==> src/rtl/f_pc_sequencer.sv <==
// ============================================================================
// Module   : f_pc_sequencer
// Brief    : Fetch-stage PC owner. Sequences boot, sequential/branch advance,
//            hazard hold, exception entry and eret return, and generates the
//            fetch-valid qualifier and the one-cycle F/D wrong-path flush.
//            Optional macro FETCH_ADEL_EN enables the fetch address-error
//            detector (alignment and text-segment bounds on PC_F).
// Revision : 1.0 - initial release
// ============================================================================
`default_nettype none

module f_pc_sequencer #(
    parameter logic [31:0] RESET_PC = 32'h0000_3000,
    parameter logic [31:0] EXC_PC   = 32'h0000_4180,
    parameter logic [31:0] TEXT_LO  = 32'h0000_3000,
    parameter logic [31:0] TEXT_HI  = 32'h0000_6FFC
) (
    input  logic        clk,
    input  logic        reset,
    input  logic        stall_F,
    input  logic        Req,
    input  logic        eret_D,
    input  logic [31:0] EPCOut,
    input  logic [31:0] NPC,
    output logic [31:0] PC_F,
    output logic        fetch_valid,
    output logic        flush_FD,
    output logic        adel_F,
    output logic [1:0]  state_dbg
);

    // Encoded state values double as the debug port encoding.
    typedef enum logic [1:0] {
        c_BOOT  = 2'd0,
        c_RUN   = 2'd1,
        c_STALL = 2'd2,
        c_FLUSH = 2'd3
    } state_t;

    state_t      r_state;
    state_t      w_next_state;
    logic [31:0] r_pc;
    logic [31:0] w_next_pc;

    // State and PC registers; reset overrides every other input on its edge.
    always_ff @(posedge clk) begin
        if (reset) begin
            r_state <= c_BOOT;
            r_pc    <= RESET_PC;
        end else begin
            r_state <= w_next_state;
            r_pc    <= w_next_pc;
        end
    end

    // Next-state / next-PC selection. BOOT is a single dead cycle; every other
    // state applies the redirect priority Req > eret (unstalled) > stall > NPC.
    // A stalled eret is deliberately ignored: the eret is still sitting in D
    // and will be seen again once the stall releases.
    always_comb begin
        w_next_state = r_state;
        w_next_pc    = r_pc;
        if (r_state == c_BOOT) begin
            w_next_state = c_RUN;
            w_next_pc    = r_pc;
        end else if (Req) begin
            w_next_state = c_FLUSH;
            w_next_pc    = EXC_PC;
        end else if (eret_D && !stall_F) begin
            w_next_state = c_FLUSH;
            w_next_pc    = EPCOut;
        end else if (stall_F) begin
            w_next_state = c_STALL;
            w_next_pc    = r_pc;
        end else begin
            w_next_state = c_RUN;
            w_next_pc    = NPC;
        end
    end

    // Outputs are pure decodes of registered state, so none of them has a
    // combinational path from the inputs.
    always_comb begin
        PC_F        = r_pc;
        state_dbg   = r_state;
        fetch_valid = (r_state != c_BOOT);
        flush_FD    = (r_state == c_FLUSH);
    end

`ifdef FETCH_ADEL_EN
    logic w_misaligned;
    logic w_below_text;
    logic w_above_text;

    // Address-error detect on the current fetch address; sequencing is not
    // affected, CP0 answers by raising Req.
    always_comb begin
        w_misaligned = (r_pc[1:0] != 2'b00);
        w_below_text = (r_pc < TEXT_LO);
        w_above_text = (r_pc > TEXT_HI);
        adel_F       = fetch_valid && (w_misaligned || w_below_text || w_above_text);
    end
`else
    // Detector not built: no address error is ever reported.
    always_comb begin
        adel_F = 1'b0;
    end
`endif

endmodule

`default_nettype wire
==> config.mk <==
export PLATFORM = sky130hd
export DESIGN_NAME = f_pc_sequencer
export DESIGN_NICKNAME = d
export VERILOG_FILES = /design/src/rtl/f_pc_sequencer.sv
export SDC_FILE = /design/constraint.sdc
export NUM_CORES = 1
export LEC_CHECK = 0
export BUFFER_PORTS_ARGS = -buffer_cell sky130_fd_sc_hd__buf_2
export CAP_MARGIN = 20
export CORE_UTILIZATION = 43
export CTS_CLUSTER_DIAMETER = 50
export DETAILED_ROUTE_END_ITERATION = 6
export HOLD_SLACK_MARGIN = 0.15
export PLACE_DENSITY = 0.91
export REMOVE_ABC_BUFFERS = 1
export SLEW_MARGIN = 20
export SYNTH_ARGS = -nofsm -noshare
export SYNTH_HDL_FRONTEND = slang
export SYNTH_SLANG_ARGS = --single-unit
export TNS_END_PERCENT = 10
==> constraint.sdc <==
create_clock -name clk -period 3.2 [get_ports clk]
set_clock_uncertainty 0.2 [all_clocks]
set_input_delay 0.32 -clock clk [delete_from_list [all_inputs] [get_ports clk]]
set_output_delay 0.32 -clock clk [all_outputs]
set_load 0.05 [all_outputs]
; ---- Word-level counts from Yosys, hierarchy flattened
; Cells that the tools add are included.
; Widths: inputs -> output; s select.
[classes]
eq_ne = 2
muxes = 7
bitwise_logic = 1
n_reduce_logical = 6
[ops]
columns = operator, n
row1 = $mux 32, 3
row2 = $mux 2, 3
row3 = $ne 3x1->1 const B, 1
row4 = $eq 2x2->1 const B, 1
row5 = $logic_not 2->1, 1
row6 = $reduce_and 2->1, 1
row7 = $reduce_bool 2->1, 1
row8 = $reduce_or 2->1, 1
row9 = $logic_and 1x1->1, 1
row10 = $logic_not 1->1, 1
row11 = $mux 1, 1
row12 = $not 1->1, 1
[word_totals]
regBits = 34
inputBits = 69
output_inout_bits = 37

; ---- Longest topological paths before layout
; Gate-level depths: netlist (run 1).
[depth]
word_depth = 5
ltp_mapped = 5
depth_no_buf = 4

; ---- Least setup slack after synthesis (run 1)
; OpenSTA, ideal clock, no wires.
[synth_timing]
path_kind = reg-to-reg
start = reg r_state[1], in the netlist state_dbg[1]
end = reg r_pc[0], in the netlist PC_F[0]
setup_time_ps = 118
arrival_ps = 1702
setup_slack_ps = 1180
stages_incl_launch_ff = 6
path_buffers = 1
synth_period_minus_slack_ps = 2020
cell_sequence = dfxtp_1 nor2_2 inv_1 a21oi_2 buf_2 o2bb2ai_1
[synth_via]
elab_chain_cells = 3
[synth_lines]
columns = element, line
row1 = from (decl), 40  ; state_t r_state;
row2 = from (signal assigned), 48  ; r_state <= c_BOOT;
row3 = from (signal assigned), 51  ; r_state <= w_next_state;
row4 = $logic_not 2->1, 63  ; if (r_state == c_BOOT) begin
row5 = $not 1->1 (no line), n/a
row6 = $reduce_and 2->1 (no line), n/a
row7 = to (signal assigned), 52  ; r_pc <= w_next_pc;
row8 = to (decl), 42  ; logic [31:0] r_pc;
; No other way between the ends.
; A chain may end at the register's enable or synchronous reset.

; ---- Final worst setup path (run 1)
[layout_timing]
start = in stall_F
end = reg r_pc[7], in the netlist PC_F[7]
[layout_via]
elab_chain_cells = 4
word_cells_on_any_way = 6
cone_classes = eq/ne: 1 / mux: 2 / reduce/logical: 3
[layout_lines]
columns = element, line
row1 = from (decl), 20  ; input logic stall_F,
row2 = $logic_not 1->1, 69  ; end else if (eret_D && !stall_F) begin
row3 = $logic_and 1x1->1, 69
row4 = $ne 3x1->1 (no line) or $mux 32 (tied branches), n/a
row5 = $reduce_and 2->1 (no line) or $mux 32 (tied branches), n/a
; Several ways; a longest one is shown, not always the timed one.

==> results of run 1 <==
-- flip-flops by register name (all words and copies together) (netlist names) --
register,cells
PC_F,32
state_dbg,2
-- power breakdown --
group	switching [mW]	internal, mW	total [mW]
logic	0.173	0.145	0.319
clock network	0.141	0.106	0.247
registers	0.0126	0.445	0.457
total	0.327	0.696	1.02
-- critical path, stage by stage --
cell and delay (ns):
dlygate4sd3_1 0.54, buf_2 0.15, nand2b_2 0.35, buf_4 0.43
mux2i_1 0.15, dlygate4sd3_1 0.58, a211oi_1 0.24
-- cell type report --
type / instances / area [um^2]
repair buffers: 171 / 1190
multi-input cells: 80 / 697
flip-flops and latches: 34 / 681
fillers: 168 / 470
clock buffers: 7 / 55.1
well taps: 44 / 55.1
clock inverters: 1 / 5.00
inverters: 1 / 3.75
-- metrics by stage --
step	instances	worst slack (ns)	hold slack [ns]	util
final	338	0.464	0.169	0.851
after global routing	338	0.399	0.154	0.851
after CTS	338	0.577	0.153	0.851
after detailed placement	265	1.21	0.245	0.625
after global placement	265	1.27	0.240	0.625
after floorplan	115	0.678	0.192	-
-- cell families (layout without fill, tap and decap cells) --
| group | Yosys count | in the layout | synth area share |
|---|---|---|---|
| AO/OA/AOI/OAI | 36 | 36 | 0.207 |
| flip-flops | 34 | 34 | 0.463 |
| multiplexers | 32 | 32 | 0.219 |
| buffers and inverters | 12 | 180 | 0.0655 |
| AND/OR/NAND/NOR | 11 | 11 | 0.0425 |
| other | 1 | 1 | 0.00255 |
-- metal layers --
metal  GRT usage  share of wire  wire length [um]
met1       0.337           0.41              2210
met2       0.527           0.49              2600
met3       0.102          0.091               487
met4      0.0974          0.010                55
met5           0              0                 0
-- worst paths after layout --
kind / start / slack [ns] / depth (start not counted) / end
worst max-delay path: stall_F / 0.46 / 7 / PC_F[7]
worst min-delay path: NPC[8] / 0.17 / 3 / PC_F[8]
worst max register to register: state_dbg[1] / 1.16 / 5 / PC_F[26]
worst min register to register: PC_F[2] / 0.27 / 1 / PC_F[2]
-- layout by cell type (no fill, tap or decap), types with 2 or more instances in the layout --
master         count
a211oi_1           3
a21oi_1            3
a221o_2            2
buf_2            104
buf_4              2
clkbuf_4           5
dfxtp_1           34
dlygate4sd3_1     65
mux2_2             2
mux2i_1           30
nor2_1             2
nor3_1             3
o2bb2ai_1         27
==> results.ini, run 1 <==
[grt]
track_usage = 0.298
grt_max_degree = 28
grt_overflow = 0
grt_pass1_wl_mm = 7.85
antenna_found_initial = 0
grt_pass1_vias = 1717

[finish]
stdcell_area_mm2 = 0.00268
insertedDiodeCount = 0
finalNetCount = 362
drive_gt1_frac = 0.412
area_growth_pct = 82.3

[clock_network]
cts_resized = 0
clockRootBuffer = clkbuf_4
cts_buffer_depth = 2
cts_hold_buf = 65
clkLatencyLatePin_ns = 0.33
post-cts-setup-buffers = 0
ctsHtreeMaxLevel = 2
cts_buffers = 5
clkTransAtPathRegs_ns = 0.10
cts_tree = yes
cts_sinks = 34

[detailed_routing]
via_count = 1714
drtAntennaViolNets = 0
drt_iter0_markers = 112
firstDrtPassIters = 4
route.detailed.drc = 0
detail_route.wl_per_cell_um = 15.8
drt-total-wl_mm = 5.35
vias_per_cell = 5.07

[place]
dp_hpwl_mm = 2.58
finalWeightedCongestion = 0.704
port_buffers = 104
placed_area_mm2 = 0.00197

[floorplan]
rows = 20
coreArea_mm2 = 0.00315
start_util = 0.467
die_area_mm2 = 0.00366
fp.dieH_um = 60.5
pin_count = 106
fp.dieW_um = 60.5

[power]
power_density_mw_per_mm2 = 381
p_total_mw = 1.02
p_leak_nw = 1.39
vdd_ir_drop_max_v = 0.000248

[logic_synthesis]
synth_edf_count = 0
ys_seq_area_frac = 0.463
ys_async_sr_fraction = 0
yosysMostFrequentCell = dfxtp_1
ys_types = 21
syn_area_mm2 = 0.00147
yosysTopAreaCell = dfxtp_1
synth.area.top_cells = dfxtp_1 46%, mux2i_1 20%, o2bb2ai_1 16%, buf_8 2.0%, buf_2 1.7%
synth-seq-cells = 34
yosysWarnings = 0
ys_top_cells_by_count = 34 x dfxtp_1, 30 x mux2i_1, 27 x o2bb2ai_1
ys.flop_type = dfxtp_1
synth_top_area_frac = 0.463
syn_avg_cell_area_um2 = 11.7
synthesis.instances = 126

[timing]
fin_tns_setup_ns = 0
maxSlewViolCount = 0
timing.fmax_mhz = 366
setup_viol = 0
relSlewSlack = 0.543
finalHoldViolCount = 0
finalCriticalPeriod_ns = 2.74
max_slew.worst_pin.slew_ns = 0.686
grt_setup_unrepaired = false
final.period_utilization = 0.855

[outcome]
outcome = finished clean

[job]
cap_viol_max_count = 0

[worst_setup_path]
path_class = input port to flop
worstPathRequired_ns = 3.24
crit_arrival_ns = 2.78
end_kind = flop
critPathMaxFanout = 22
cp-start-kind = input port

[worst_hold_path]
worstHoldPathType = input port to flop

Note: power is estimated with default switching activity, not from simulation.
==> run 2: changes to the inputs <==
--- a/config.mk
+++ b/config.mk
@@ -7,11 +7,12 @@
 export LEC_CHECK = 0
 export BUFFER_PORTS_ARGS = -buffer_cell sky130_fd_sc_hd__buf_2
 export CAP_MARGIN = 20
-export CORE_UTILIZATION = 43
+export CORE_UTILIZATION = 45
+export CTS_BUF_LIST = sky130_fd_sc_hd__clkbuf_4 sky130_fd_sc_hd__clkbuf_8
 export CTS_CLUSTER_DIAMETER = 50
 export DETAILED_ROUTE_END_ITERATION = 6
 export HOLD_SLACK_MARGIN = 0.15
-export PLACE_DENSITY = 0.91
+export PLACE_DENSITY_LB_ADDON = 0.1
 export REMOVE_ABC_BUFFERS = 1
 export SLEW_MARGIN = 20
 export SYNTH_ARGS = -nofsm -noshare
==> results.ini, run 2 (synthesis gave the netlist of run 1 again) <==
[finish]
fillCellCount = 170  ; was 168
finalNetCount = 361  ; was 362
insertedDiodeCount = 0  ; unchanged
stdcell_area_mm2 = 0.00268  ; about the same
ff_latch_area_um2 = 681  ; unchanged
largest_reg_flops = 32  ; unchanged
area_growth_pct = 81.9  ; was 82.3%
layout_common_cells = 104 x buf_2, 64 x dlygate4sd3_1, 34 x dfxtp_1, 30 x mux2i_1, 27 x o2bb2ai_1  ; was 104 x buf_2, 65 x dlygate4sd3_1, 34 x dfxtp_1, 30 x mux2i_1, 27 x o2bb2ai_1
drive_gt1_frac = 0.416  ; was 0.412
final_common_cell = buf_2  ; unchanged
multi_input_area_um2 = 697  ; unchanged

[worst_hold_path]
hold_start = EPCOut[7]  ; was NPC[8]
holdPathEnd = PC_F[7]  ; was PC_F[8]
worstHoldPathType = input port to flop  ; unchanged
min_path_cells = 3  ; unchanged

[clock_network]
cts_tree = yes  ; unchanged
clkLatencyLatePin_ns = 0.32  ; was 0.33 ns
cts_sinks = 34  ; unchanged
post-cts-setup-buffers = 0  ; unchanged
clockRootBuffer = clkbuf_4  ; unchanged
clkTransAtPathRegs_ns = 0.11  ; was 0.10 ns
cts_buffers = 5  ; unchanged
cts_buffer_depth = 2  ; unchanged
ctsHtreeMaxLevel = 2  ; unchanged

[worst_setup_path]
path_class = input port to flop  ; unchanged
r2r-start = state_dbg[1]  ; unchanged
slowest_stage = dlygate4sd3_1  ; unchanged
cp-start-kind = input port  ; unchanged
r2r-end = PC_F[8]  ; was PC_F[26]
worstPathRequired_ns = 3.22  ; was 3.24 ns
worst-path-buf-inv = 3  ; was 4
crit_chain = dlygate4sd3_1, buf_2, nand2b_2, mux2_2, dlygate4sd3_1, a221o_2  ; was dlygate4sd3_1, buf_2, nand2b_2, buf_4, mux2i_1, dlygate4sd3_1, a211oi_1
cp_common_cell = dlygate4sd3_1  ; unchanged
crit_arrival_ns = 2.73  ; was 2.78 ns
r2r_cells = 4  ; was 5
max_stage_delay_ns = 0.55  ; was 0.58 ns
end_kind = flop  ; unchanged
rrSetupSlack_ns = 1.16  ; about the same
cp_top_family = buffers and inverters  ; unchanged
critPathMaxFanout = 18  ; was 22

[floorplan]
coreArea_mm2 = 0.00308  ; was 0.00315 mm^2
start_util = 0.478  ; was 0.467
die_area_mm2 = 0.00350  ; was 0.00366 mm^2
rows = 20  ; unchanged
fp.dieH_um = 59.2  ; was 60.5 um
fp.dieW_um = 59.2  ; was 60.5 um
pin_count = 106  ; unchanged

[timing]
finalCriticalPeriod_ns = 2.71  ; was 2.74 ns
max_slew.worst_pin.slew_ns = 0.658  ; was 0.686 ns
final.period_utilization = 0.846  ; was 0.855
maxSlewViolCount = 0  ; unchanged
fin_tns_setup_ns = 0  ; unchanged
relSlewSlack = 0.558  ; was 0.543
grt_setup_unrepaired = false  ; unchanged
setup_viol = 0  ; unchanged
finalHoldViolCount = 0  ; unchanged
timing.fmax_mhz = 369  ; was 366 MHz

[power]
vdd_ir_drop_max_v = 0.000303  ; was 0.000248 V
p_leak_nw = 1.39  ; about the same
power_density_mw_per_mm2 = 381  ; about the same

[grt]
grt_pass1_wl_mm = 7.40  ; was 7.85 mm
grt_use_met2 = 0.525  ; was 0.527
grt_pass1_vias = 1745  ; was 1,717
grt_max_degree = 28  ; unchanged
grt_use_met1 = 0.308  ; was 0.337
grt_overflow = 0  ; unchanged
met3_usage = 0.0677  ; was 0.102
antenna_found_initial = 0  ; unchanged
top_usage_layer = met2  ; unchanged
track_usage = 0.282  ; was 0.298

[detailed_routing]
vias_per_cell = 5.01  ; was 5.07
via_count = 1690  ; was 1,714
detail_route.wl_per_cell_um = 14.2  ; was 15.8 um
drt_iter0_markers = 69  ; was 112
route.detailed.drc = 0  ; unchanged
firstDrtPassIters = 4  ; unchanged
drt-total-wl_mm = 4.79  ; was 5.35 mm
drtAntennaViolNets = 0  ; unchanged

[place]
placed_area_mm2 = 0.00197  ; unchanged
dp_hpwl_mm = 2.57  ; was 2.58 mm
port_buffers = 104  ; unchanged
finalWeightedCongestion = 0.622  ; was 0.704

[outcome]
outcome = finished clean  ; unchanged

[job]
cap_viol_max_count = 0  ; unchanged

-- run 2: repair_timing --
action                                 CTS  global route
hold buffers                            64             0
gates resized for setup                  0             0
endpoints found under the hold margin   34             0
-- run 2: worst max-delay path by stage --
stage	from	cells after the start	slack, ns	to
floorplan	stall_F	3	0.68	PC_F[12]
global placement	stall_F	4	1.25	PC_F[12]
detailed placement	stall_F	4	1.20	PC_F[13]
CTS	eret_D	6	0.56	PC_F[13]
global route	eret_D	7	0.42	PC_F[10]
finish	eret_D	6	0.49	PC_F[13]
-- run 2: area by class of cell --
class                   count  area share
repair buffers            170       0.439
multi-input cells          80       0.260
flip-flops and latches     34       0.254
clock buffers               7      0.0220
well taps                  44      0.0206
clock inverters             1     0.00187
inverters                   1     0.00140
-- run 2: routing by layer --
metal	wire [um]	share of wire
met3	284	0.059
met2	2550	0.53
met1	1910	0.40
met4	50	0.010
met5	0	0
-- run 2: power by group --
group	switching [mW]	leakage, nW	internal [mW]
clock network	0.133	0.0387	0.115
logic	0.169	1.07	0.145
registers	0.0123	0.278	0.444
total	0.314	1.39	0.704
-- run 2: worst reg2reg max path, delay by kind of cell, from the launching register on --
| kind | cells | cell delay (ns) |
|---|---|---|
| AND/OR/NAND/NOR | 2 | 0.60 |
| flip-flops | 1 | 0.39 |
| buffers and inverters | 1 | 0.59 |
| AO/OA/AOI/OAI | 1 | 0.15 |
-- run 2: metrics by stage --
| stage | util | total power, mW | worst slack, ns | std cells | hold WS, ns |
|---|---|---|---|---|---|
| after floorplan | - | 0.617 | 0.678 | 115 | 0.192 |
| after global placement | 0.641 | 0.692 | 1.25 | 265 | 0.240 |
| after detailed placement | 0.641 | 0.698 | 1.20 | 265 | 0.245 |
| after CTS | 0.870 | 1.02 | 0.560 | 337 | 0.157 |
| after global routing | 0.870 | 1.06 | 0.416 | 337 | 0.187 |
| final | 0.870 | 1.02 | 0.493 | 337 | 0.177 |
